### src/rtl/mips_pkg.sv
// Shared constants and controller state type for the MIPS register-file access path.
package mips_pkg;

  localparam int unsigned DATA_W   = 32;
  localparam int unsigned ADDR_W   = 5;
  localparam int unsigned ZERO_REG = 0;

  typedef enum logic [2:0] {
    StIdle,
    StDrain,
    StRdIssue,
    StRdCapture,
    StRspHold
  } state_e;

endpackage

### src/rtl/mips_wb_fifo.sv
// Writeback FIFO of {reg, data} pairs; every slot's register index and live flag are
// exported so the controller can detect read-after-write hazards.
module mips_wb_fifo #(
  parameter int unsigned Depth = 4,
  parameter int unsigned DataW = 32,
  parameter int unsigned AddrW = 5
) (
  input  logic                        clk,
  input  logic                        reset,
  input  logic                        push_i,
  input  logic [AddrW-1:0]            push_reg_i,
  input  logic [DataW-1:0]            push_data_i,
  input  logic                        pop_i,
  output logic [AddrW-1:0]            head_reg_o,
  output logic [DataW-1:0]            head_data_o,
  output logic                        full_o,
  output logic                        empty_o,
  output logic [$clog2(Depth):0]      count_o,
  output logic [Depth-1:0][AddrW-1:0] entry_reg_o,
  output logic [Depth-1:0]            entry_vld_o
);

  localparam int unsigned PtrW = $clog2(Depth);
  localparam int unsigned CntW = PtrW + 1;

  logic [Depth-1:0][AddrW-1:0] reg_q;
  logic [Depth-1:0][DataW-1:0] data_q;
  logic [PtrW:0]               wr_ptr_q, wr_ptr_d;
  logic [PtrW:0]               rd_ptr_q, rd_ptr_d;
  logic [PtrW-1:0]             wr_idx, rd_idx;
  logic                        do_push, do_pop;

  assign wr_idx  = wr_ptr_q[PtrW-1:0];
  assign rd_idx  = rd_ptr_q[PtrW-1:0];
  assign count_o = wr_ptr_q - rd_ptr_q;
  assign full_o  = (count_o == CntW'(Depth));
  assign empty_o = (count_o == '0);
  assign do_push = push_i && !full_o;
  assign do_pop  = pop_i && !empty_o;

  assign head_reg_o  = reg_q[rd_idx];
  assign head_data_o = data_q[rd_idx];
  assign entry_reg_o = reg_q;

  // A slot is live when its distance from the read pointer is below the occupancy.
  always_comb begin
    entry_vld_o = '0;
    for (int unsigned i = 0; i < Depth; i++) begin
      entry_vld_o[i] = ({1'b0, PtrW'(PtrW'(i) - rd_idx)} < count_o);
    end
  end

  always_comb begin
    wr_ptr_d = wr_ptr_q;
    rd_ptr_d = rd_ptr_q;
    if (do_push) wr_ptr_d = wr_ptr_q + 1'b1;
    if (do_pop)  rd_ptr_d = rd_ptr_q + 1'b1;
  end

  always_ff @(posedge clk) begin
    if (reset) begin
      wr_ptr_q <= '0;
      rd_ptr_q <= '0;
    end else begin
      wr_ptr_q <= wr_ptr_d;
      rd_ptr_q <= rd_ptr_d;
    end
  end

  always_ff @(posedge clk) begin
    if (do_push) begin
      reg_q[wr_idx]  <= push_reg_i;
      data_q[wr_idx] <= push_data_i;
    end
  end

endmodule

### src/rtl/mips_reg_access_ctrl.sv
// Serializes operand reads and buffered writebacks onto a register file that cannot
// read and write in the same cycle, preserving RAW order and $0 semantics.
module mips_reg_access_ctrl #(
  parameter int unsigned WB_DEPTH = 4,
  parameter int unsigned DATA_W   = mips_pkg::DATA_W,
  parameter int unsigned ADDR_W   = mips_pkg::ADDR_W
) (
  input  logic                       clk,
  input  logic                       reset,
  input  logic                       rd_req_valid,
  output logic                       rd_req_ready,
  input  logic [ADDR_W-1:0]          rd_req_rs,
  input  logic [ADDR_W-1:0]          rd_req_rt,
  output logic                       rd_rsp_valid,
  input  logic                       rd_rsp_ready,
  output logic [DATA_W-1:0]          rd_rsp_data_1,
  output logic [DATA_W-1:0]          rd_rsp_data_2,
  input  logic                       wr_req_valid,
  output logic                       wr_req_ready,
  input  logic [ADDR_W-1:0]          wr_req_reg,
  input  logic [DATA_W-1:0]          wr_req_data,
  output logic [ADDR_W-1:0]          read_reg_1,
  output logic [ADDR_W-1:0]          read_reg_2,
  output logic [ADDR_W-1:0]          write_reg,
  output logic [DATA_W-1:0]          write_data,
  output logic                       signal_reg_write,
  input  logic [DATA_W-1:0]          read_data_1,
  input  logic [DATA_W-1:0]          read_data_2,
  output logic [$clog2(WB_DEPTH):0]  wb_count
);

  import mips_pkg::*;

  localparam logic [ADDR_W-1:0] ZeroIdx = ADDR_W'(ZERO_REG);

  state_e                         state_q, state_d;
  logic [ADDR_W-1:0]              rs_q, rs_d, rt_q, rt_d;
  logic [DATA_W-1:0]              rsp_1_q, rsp_1_d, rsp_2_q, rsp_2_d;
  logic                           fifo_push, fifo_pop, fifo_full, fifo_empty;
  logic [ADDR_W-1:0]              head_reg;
  logic [DATA_W-1:0]              head_data;
  logic [WB_DEPTH-1:0][ADDR_W-1:0] entry_reg;
  logic [WB_DEPTH-1:0]            entry_vld;
  logic                           hazard;

  mips_wb_fifo #(
    .Depth (WB_DEPTH),
    .DataW (DATA_W),
    .AddrW (ADDR_W)
  ) u_wb_fifo (
    .clk         (clk),
    .reset       (reset),
    .push_i      (fifo_push),
    .push_reg_i  (wr_req_reg),
    .push_data_i (wr_req_data),
    .pop_i       (fifo_pop),
    .head_reg_o  (head_reg),
    .head_data_o (head_data),
    .full_o      (fifo_full),
    .empty_o     (fifo_empty),
    .count_o     (wb_count),
    .entry_reg_o (entry_reg),
    .entry_vld_o (entry_vld)
  );

  // Writes to $0 are acknowledged but never reach the register file.
  assign wr_req_ready = !fifo_full;
  assign fifo_push    = wr_req_valid && !fifo_full && (wr_req_reg != ZeroIdx);
  assign fifo_pop     = !fifo_empty && (state_q != StRdIssue);

  assign signal_reg_write = fifo_pop;
  assign write_reg        = fifo_pop ? head_reg : '0;
  assign write_data       = fifo_pop ? head_data : '0;

  assign rd_rsp_data_1 = rsp_1_q;
  assign rd_rsp_data_2 = rsp_2_q;

  // Only entries already buffered are compared; a same-cycle push is the caller's to order.
  always_comb begin
    hazard = 1'b0;
    for (int unsigned i = 0; i < WB_DEPTH; i++) begin
      if (entry_vld[i] &&
          (((rd_req_rs != ZeroIdx) && (entry_reg[i] == rd_req_rs)) ||
           ((rd_req_rt != ZeroIdx) && (entry_reg[i] == rd_req_rt)))) begin
        hazard = 1'b1;
      end
    end
  end

  always_comb begin
    state_d      = state_q;
    rs_d         = rs_q;
    rt_d         = rt_q;
    rsp_1_d      = rsp_1_q;
    rsp_2_d      = rsp_2_q;
    rd_req_ready = 1'b0;
    rd_rsp_valid = 1'b0;
    read_reg_1   = '0;
    read_reg_2   = '0;
    unique case (state_q)
      StIdle: begin
        rd_req_ready = 1'b1;
        if (rd_req_valid) begin
          rs_d    = rd_req_rs;
          rt_d    = rd_req_rt;
          state_d = hazard ? StDrain : StRdIssue;
        end
      end
      StDrain: begin
        if (fifo_empty) state_d = StRdIssue;
      end
      StRdIssue: begin
        read_reg_1 = rs_q;
        read_reg_2 = rt_q;
        state_d    = StRdCapture;
      end
      StRdCapture: begin
        rsp_1_d = (rs_q == ZeroIdx) ? '0 : read_data_1;
        rsp_2_d = (rt_q == ZeroIdx) ? '0 : read_data_2;
        state_d = StRspHold;
      end
      StRspHold: begin
        rd_rsp_valid = 1'b1;
        if (rd_rsp_ready) state_d = StIdle;
      end
      default: state_d = StIdle;
    endcase
  end

  always_ff @(posedge clk) begin
    if (reset) begin
      state_q <= StIdle;
      rs_q    <= '0;
      rt_q    <= '0;
      rsp_1_q <= '0;
      rsp_2_q <= '0;
    end else begin
      state_q <= state_d;
      rs_q    <= rs_d;
      rt_q    <= rt_d;
      rsp_1_q <= rsp_1_d;
      rsp_2_q <= rsp_2_d;
    end
  end

endmodule

### config.mk
export PLATFORM = sky130hd
export DESIGN_NAME = mips_reg_access_ctrl
export DESIGN_NICKNAME = d
export VERILOG_FILES = /design/src/rtl/mips_pkg.sv /design/src/rtl/mips_wb_fifo.sv /design/src/rtl/mips_reg_access_ctrl.sv
export SDC_FILE = /design/constraint.sdc
export NUM_CORES = 1
export LEC_CHECK = 0
export BUFFER_PORTS_ARGS = -buffer_cell sky130_fd_sc_hd__buf_2
export CAP_MARGIN = 40
export CORE_UTILIZATION = 48
export DETAILED_ROUTE_END_ITERATION = 16
export GPL_ROUTABILITY_DRIVEN = 0
export PLACE_DENSITY = 0.76
export REMOVE_ABC_BUFFERS = 1
export SYNTH_ARGS = -nofsm -noshare
export SYNTH_HDL_FRONTEND = slang
export SYNTH_HIERARCHICAL = 1
export SYNTH_SLANG_ARGS = --single-unit
### constraint.sdc
create_clock -name clk -period 3 [get_ports clk]
set_clock_uncertainty 0.05 [all_clocks]
set_input_delay 0 -clock clk [delete_from_list [all_inputs] [get_ports clk]]
set_output_delay 0 -clock clk [all_outputs]
set_load 0.02 [all_outputs]
After elaboration in Yosys (flattened, before gate mapping)
Index checks and enable logic that the tools add are counted.
- bits in registers: 231
- word-level logic and storage cells: 106
- input port bits: 116
- output and inout port bits: 118
- mux-type cells: 27
- $add $sub $neg: 7
- equality and inequality tests: 17
- reductions and logical operators: 33
- magnitude comparators: 7
- operator list (operator ; count):
    $mux W32 ; 5
    $bwmux W128 ; 1
    $bmux W32 S2 ; 1
    $demux W32 S2 ; 1
    $eq A5 B5 Y1 ; 8
    $mux W5 ; 5
    $bwmux W20 ; 1
    $logic_and A1 B1 Y1 ; 18
    $pmux W3 S5 ; 1
    $reduce_bool A5 Y1 ; 3
    $lt A2 B3 Y1 ; 4
    $bmux W5 S2 ; 1
    $demux W5 S2 ; 1
    $logic_not A5 Y1 ; 2
    $mux W3 ; 3
    $add A3 B1 Y3 const B ; 2
    $eq A3 B2 Y1 const B ; 2
    $eq A3 B3 Y1 const B ; 2
    $logic_not A3 Y1 ; 2
    $lt A2 B3 Y1 const B ; 2
    $mux W1 ; 6
    $logic_or A1 B1 Y1 ; 4
    $ne A2 B2 Y1 const B ; 2
    $sub A1 B2 Y2 const A ; 2
    10 further kinds ; 12

Logic depth before layout (Yosys ltp)
- word-level depth: 11
- depth in mapped cells: 12
- gate-level depth less buffers: 12

By module
The synthesis kept the hierarchy.
- by module, submodules not included (module ; cells each ; instances ; sequential area each (um^2) ; area each (um^2)):
    mips_wb_fifo ; 258 ; 1 ; 4564.4 ; 5894.4
    mips_reg_access_ctrl ; 422 ; 1 ; 1541.5 ; 3579.7

Worst setup path before layout
OpenSTA, ideal clock, no wires.
- path type: reg2reg
- start point: reg u_wb_fifo.wr_ptr_q[0]
- end point: reg u_wb_fifo.wr_ptr_q[2]
- buffers on the path: 0
- clock period less this slack: 3443 ps
- library setup time: 122 ps
- slack: -443 ps
- data arrival time: 3272 ps
- required time: 2828 ps
- cell stages (with the launch flop): 11
- cells stage by stage: dfxtp_1 inv_1 ha_1 fa_1 xnor3_2 nor2_1 inv_1 o311a_1 nand2_1 a21oi_2 mux2_4
- word-level cells in the longest chain between the ends: 6
- elaborated cells between the ends (all ways): 7
- those cells by class: add/sub: 2; eq/ne: 1; reduce/logical: 4
- ends and longest elaborated chain (what ; RTL line ; source):
    from (decl) ; mips_wb_fifo.sv:28 ; logic [PtrW:0] wr_ptr_q, wr_ptr_d;
    from (signal assigned) ; mips_wb_fifo.sv:65 ; wr_ptr_q <= wr_ptr_d;
    $sub A3 B3 Y3 ; mips_wb_fifo.sv:35 ; assign count_o = wr_ptr_q - rd_ptr_q;
    $eq A3 B3 Y1 ; mips_wb_fifo.sv:36 ; assign full_o = (count_o == CntW'(Depth));
    via fifo_full ; mips_reg_access_ctrl.sv:39 ; logic fifo_push, fifo_pop, fifo_full, fifo_empty;
    $logic_not A1 Y1 ; -- ;
    via wr_req_ready ; mips_reg_access_ctrl.sv:19 ; output logic wr_req_ready,
    $logic_and A1 B1 Y1 (2 in series) ; mips_reg_access_ctrl.sv:68 ; assign fifo_push = wr_req_valid && !fifo_full && (wr_req_reg != ZeroIdx);
    via fifo_push ; mips_reg_access_ctrl.sv:39 ;
    $logic_and A1 B1 Y1 ; mips_wb_fifo.sv:38 ; assign do_push = push_i && !full_o;
The timed path passes the listed nets, and every way through them passes these cells.
A chain may end at the register's enable or synchronous reset.

Worst setup path in the final report
- start point: reg u_wb_fifo.wr_ptr_q[0]
- end point: out write_data[6]
- word-level cells in the longest chain between the ends: 5
- ends and longest elaborated chain (what ; RTL line ; source):
    $sub A3 B3 Y3 ; mips_wb_fifo.sv:35 ;
    $logic_not A3 Y1 ; mips_wb_fifo.sv:37 ; assign empty_o = (count_o == '0);
    via fifo_empty ; mips_reg_access_ctrl.sv:39 ;
    $logic_not A1 Y1 ; mips_reg_access_ctrl.sv:69 ; assign fifo_pop = !fifo_empty && (state_q != StRdIssue);
    $logic_and A1 B1 Y1 ; mips_reg_access_ctrl.sv:69 ;
    $mux W32 ; mips_reg_access_ctrl.sv:73 ; assign write_data = fifo_pop ? head_data : '0;
    to (decl) ; mips_reg_access_ctrl.sv:25 ; output logic [DATA_W-1:0] write_data,
The timed path passes the listed nets, and every way through them passes these cells.

==> flow_summary.html <==
<table>
<tr><th>Metric</th><th>Value</th></tr>
<tr><th colspan="2">Synth</th></tr>
<tr><td>Fraction of the mapped netlist area in compound gates</td><td>7.69%</td></tr>
<tr><td>Number of synthesized flops with an enable pin</td><td>148</td></tr>
<tr><td>Ranking of synthesized cells by instance count</td><td>edfxtp_1, dfxtp_1, nor2_1, a22oi_1, and2_1</td></tr>
<tr><td>Sequential-to-total area share from yosys stat</td><td>about 64%</td></tr>
<tr><td>Most repeated cell in the gate-level netlist after synthesis</td><td>edfxtp_1</td></tr>
<tr><td>Yosys warnings</td><td>6</td></tr>
<tr><td>Post-Syn Area</td><td>9470 sq um</td></tr>
<tr><td>Fraction of synthesized cell area in xor and xnor cells</td><td>3.95%</td></tr>
<tr><td>Combinational family with the most area after synthesis</td><td>simple AND/OR/NAND/NOR gates</td></tr>
<tr><td>Area share of the largest cell type after synthesis</td><td>46.9%</td></tr>
<tr><td>Synthesized instance count</td><td>680</td></tr>
<tr><td>Synth cell types</td><td>45</td></tr>
<tr><td>Main flop type after synthesis</td><td>edfxtp_1</td></tr>
<tr><td>Register bit total from synthesis</td><td>around 230</td></tr>
<tr><td>Adder and majority cell fraction of the synthesized area</td><td>1.27%</td></tr>
<tr><td>Dominant cells by area after synthesis</td><td>edfxtp_1, dfxtp_1, mux4_2, a22oi_1, and2_1</td></tr>
<tr><td>Simple-gate share of the synthesized area</td><td>10.1%</td></tr>
<tr><td>Multiplexer fraction of the synthesized cell area</td><td>9.55%</td></tr>
<tr><td>Proportion of synthesized flip-flops having asynchronous set or reset</td><td>0%</td></tr>
<tr><td>Largest area contributor in the synthesized netlist</td><td>edfxtp_1</td></tr>
<tr><td>Syn avg cell area</td><td>13.9 sq um</td></tr>
<tr><th colspan="2">Hold path</th></tr>
<tr><td>Worst hold path cell count</td><td>4</td></tr>
<tr><td>Origin of the worst min-delay path</td><td>wr_req_valid</td></tr>
<tr><td>Endpoint with the worst hold slack</td><td>u_wb_fifo/wr_ptr_q[1]$_SDFFE_PP0P_</td></tr>
<tr><td>Worst hold-check path type</td><td>primary input to flop</td></tr>
<tr><th colspan="2">Power</th></tr>
<tr><td>Leakage power</td><td>5.23 nW</td></tr>
<tr><td>Ratio of total power to cell area</td><td>940 nW/um^2</td></tr>
<tr><td>Highest ir drop seen on vdd</td><td>0.678 mV</td></tr>
<tr><th colspan="2">STA</th></tr>
<tr><td>Transition time at the pin with the least slew margin</td><td>between 0.7 and 0.8 ns</td></tr>
<tr><td>Final setup slack of the worst path</td><td>0.143 ns</td></tr>
<tr><td>Max-slew headroom</td><td>47.6%</td></tr>
<tr><td>Final Hold Violating Endpoints</td><td>0</td></tr>
<tr><td>Sum of negative setup slack</td><td>0 ns</td></tr>
<tr><td>Time the worst path needs with I/O delays and setup</td><td>2.86 ns</td></tr>
<tr><td>Setup Viol. Count Final</td><td>0</td></tr>
<tr><td>Post-route clock period utilization</td><td>95.2%</td></tr>
<tr><td>Fmax</td><td>350 MHz</td></tr>
<tr><td>Final slew viol count</td><td>0</td></tr>
<tr><td>Final hold slack</td><td>0.0122 ns</td></tr>
<tr><th colspan="2">Detailed routing</th></tr>
<tr><td>Detailed-route via count</td><td>7023</td></tr>
<tr><td>Number of nets with antenna violations after routing</td><td>0</td></tr>
<tr><td>Total Routed Length</td><td>approximately 25000 microns</td></tr>
<tr><td>Wire length per cell</td><td>between 15 and 20 microns</td></tr>
<tr><td>Initial drt markers</td><td>380</td></tr>
<tr><td>Routed via count divided by cell count</td><td>roughly 5.3</td></tr>
<tr><td>DRC errors left</td><td>0</td></tr>
<tr><td>First-pass iteration count of the detailed router</td><td>6</td></tr>
<tr><th colspan="2">Placed design</th></tr>
<tr><td>Dpl ws</td><td>0.235 ns</td></tr>
<tr><td>Port-buffer cells</td><td>233</td></tr>
<tr><td>HPWL reported at the end of detailed placement</td><td>14900 microns</td></tr>
<tr><th colspan="2">Job</th></tr>
<tr><td>Count of maximum capacitance violations</td><td>0</td></tr>
<tr><th colspan="2">CTS</th></tr>
<tr><td>H-tree levels</td><td>1</td></tr>
<tr><td>Number of clock sinks</td><td>231</td></tr>
<tr><td>Clock latency of the later-clocked register in the worst-skew pair</td><td>between 0.5 and 0.6 ns</td></tr>
<tr><td>Number of buffers on the longest clock path</td><td>3</td></tr>
<tr><td>Clock root buffer</td><td>clkbuf_16</td></tr>
<tr><td>Clock tree from TritonCTS</td><td>built</td></tr>
<tr><td>Clock-pin slew on the worst setup and hold paths</td><td>0.06 ns</td></tr>
<tr><td>Number of CTS-inserted buffers</td><td>24</td></tr>
<tr><th colspan="2">Final layout</th></tr>
<tr><td>P&amp;R area growth vs syn</td><td>39.4%</td></tr>
<tr><td>Share of final-layout standard cells stronger than drive strength 1</td><td>33.3%</td></tr>
<tr><td>Final Net Count</td><td>1173</td></tr>
<tr><th colspan="2">Critical path</th></tr>
<tr><td>Data required, critical path</td><td>between 2 and 3 ns</td></tr>
<tr><td>Critical path fanouts, max</td><td>7</td></tr>
<tr><td>Arrival @ worst endpoint</td><td>2.81 ns</td></tr>
<tr><td>Number of cells traversed by the worst register-to-register path</td><td>10</td></tr>
<tr><td>Critical path launch point type</td><td>flop</td></tr>
<tr><td>Critical register-to-register path endpoint</td><td>u_wb_fifo/entry_reg_o[3]$_DFFE_PP_</td></tr>
<tr><td>Reg2reg start</td><td>u_wb_fifo/wr_ptr_q[0]$_SDFFE_PP0P_</td></tr>
<tr><td>Capturing element type of the critical path</td><td>output pin</td></tr>
<tr><td>Flop2flop setup slack</td><td>0.34 ns</td></tr>
<tr><td>Category of the most critical setup path</td><td>flop to output pin</td></tr>
<tr><th colspan="2">GRT</th></tr>
<tr><td>Maximum number of pins on one net before global-route repair</td><td>60</td></tr>
<tr><td>Overflow after GRT</td><td>0</td></tr>
<tr><td>Wire length of the first global-routing pass</td><td>between 30000 and 40000 microns</td></tr>
<tr><td>GR Util All Layers</td><td>23.6%</td></tr>
<tr><td>Antenna violations before repair</td><td>0</td></tr>
<tr><td>Via count of the first global-routing pass</td><td>7044</td></tr>
<tr><th colspan="2">Die</th></tr>
<tr><td>Row count</td><td>51</td></tr>
<tr><td>Die height</td><td>142 microns</td></tr>
<tr><td>Die width</td><td>~140 microns</td></tr>
<tr><td>Core Area</td><td>between 15000 and 20000 sq um</td></tr>
<tr><td>IO Pins</td><td>234</td></tr>
<tr><td>Die Outline Area</td><td>20300 sq um</td></tr>
<tr><td>Initial standard-cell utilization of the core</td><td>48.8%</td></tr>
<tr><th colspan="2">Run status</th></tr>
<tr><td>Result of the run</td><td>complete, no violations</td></tr>
</table>
==> critical path, cell delays in order (launching register included) <==
cell and delay [ns]:
dfxtp_4 0.37, inv_2 0.06, ha_1 0.20, fa_1 0.38
xnor3_2 0.24, buf_4 0.18, nand2_1 0.10, inv_2 0.06
nor2_4 0.10, buf_12 0.14, buf_6 0.13, and2_1 0.17
buf_4 0.15
==> stage by stage <==
stage               util (%)  instances  area (sq um)  power [mW]
finish                  68.1       1332         13200        12.4
global route            68.1       1331         13200        13.0
CTS                     67.7       1328         13100        12.1
detailed placement      56.6       1152         11000        8.81
global placement        56.6       1152         11000        8.71
floorplan                  -        632          9230        7.09
==> cells by family after synthesis <==
kind of cell / after synthesis
xor gates and xnor gates: 41
DFF: 231
buffers and inverters: 58
AOI/OAI and AO/OA: 104
and+or+nand+nor: 194
adders and majority gates: 9
muxes: 43
==> routing by layer <==
| metal | global-route usage (%) | vias to the layer above | share of wire (%) |
|---|---|---|---|
| met2 | 42.3 | 254 | 53 |
| met4 | 11.1 | 0 | 4.4 |
| li1 | - | 3238 | - |
| met1 | 27.6 | 3457 | 38 |
| met3 | 4.07 | 74 | 4.8 |
| met5 | 0 | - | 0 |
==> how the worst max path moves through the flow <==
stage                                             startpoint                            endpoint  slack [ns]  depth (start not counted)
after floorplan           u_wb_fifo/rd_ptr_q[0]$_SDFFE_PP0P_  u_wb_fifo/rd_ptr_q[0]$_SDFFE_PP0P_       -1.83                          8
after CTS                 u_wb_fifo/wr_ptr_q[0]$_SDFFE_PP0P_                       write_data[7]       0.001                         11
after detailed placement  u_wb_fifo/wr_ptr_q[0]$_SDFFE_PP0P_      u_wb_fifo/data_q[30]$_DFFE_PP_        0.24                         10
after global placement    u_wb_fifo/wr_ptr_q[0]$_SDFFE_PP0P_      u_wb_fifo/data_q[22]$_DFFE_PP_        0.30                         10
after global routing      u_wb_fifo/wr_ptr_q[0]$_SDFFE_PP0P_                       write_data[6]       -0.01                         12
final                     u_wb_fifo/wr_ptr_q[0]$_SDFFE_PP0P_                       write_data[6]        0.14                         12
==> timing repair <==
action,4_1_cts,5_1_grt
setup endpoints to repair,30,46
pin swaps,0,1
buffers inserted,0,1
gates resized for setup,3,12
endpoints found under the hold margin,225,0
hold buffers,132,0
cloned,0,2
==> flip-flops by register name, indices dropped and copies added (netlist names) <==
signal,flops
rd_rsp_data_1,32
rt_q,5
u_wb_fifo/wr_ptr_q,3
state_q,3
u_wb_fifo/data_q,128
rd_rsp_data_2,32
u_wb_fifo/rd_ptr_q,3
u_wb_fifo/entry_reg_o,20
rs_q,5
==> area by class of cell <==
cell class | count | area, sq um
Timing Repair Buffer | 390 | 2800
Clock inverter | 10 | 135
Clock buffer | 34 | 678
Multi-Input combinational cell | 391 | 3110
Fill cell | 1329 | 6190
Inverter | 10 | 40.0
Antenna cell | 1 | 2.50
Sequential cell | 231 | 6110
Tap cell | 265 | 332
==> report_power, final <==
part	leakage, nW	internal, mW	switching (mW)
Clock	0.390	1.83	1.19
Sequential	2.03	4.00	0.253
Combinational	2.81	2.19	2.94
Total	5.23	8.03	4.39
==> layout by cell type (no fill, tap or decap), types with 15 or more instances in the layout <==
cell type / netlist / routed
xnor2_1: 24 / 24
xor2_1: 16 / 16
dlygate4sd3_1: 0 / 132
edfxtp_1: 148 / 148
a21oi_1: 17 / 15
dfxtp_1: 83 / 80
nor2_1: 80 / 79
a22oi_1: 64 / 64
mux4_2: 37 / 37
and2_1: 52 / 49
nand2_1: 28 / 27
buf_2: 6 / 229
clkbuf_16: 0 / 25
buf_4: 1 / 19
Note: power is estimated with default switching activity, not from simulation.
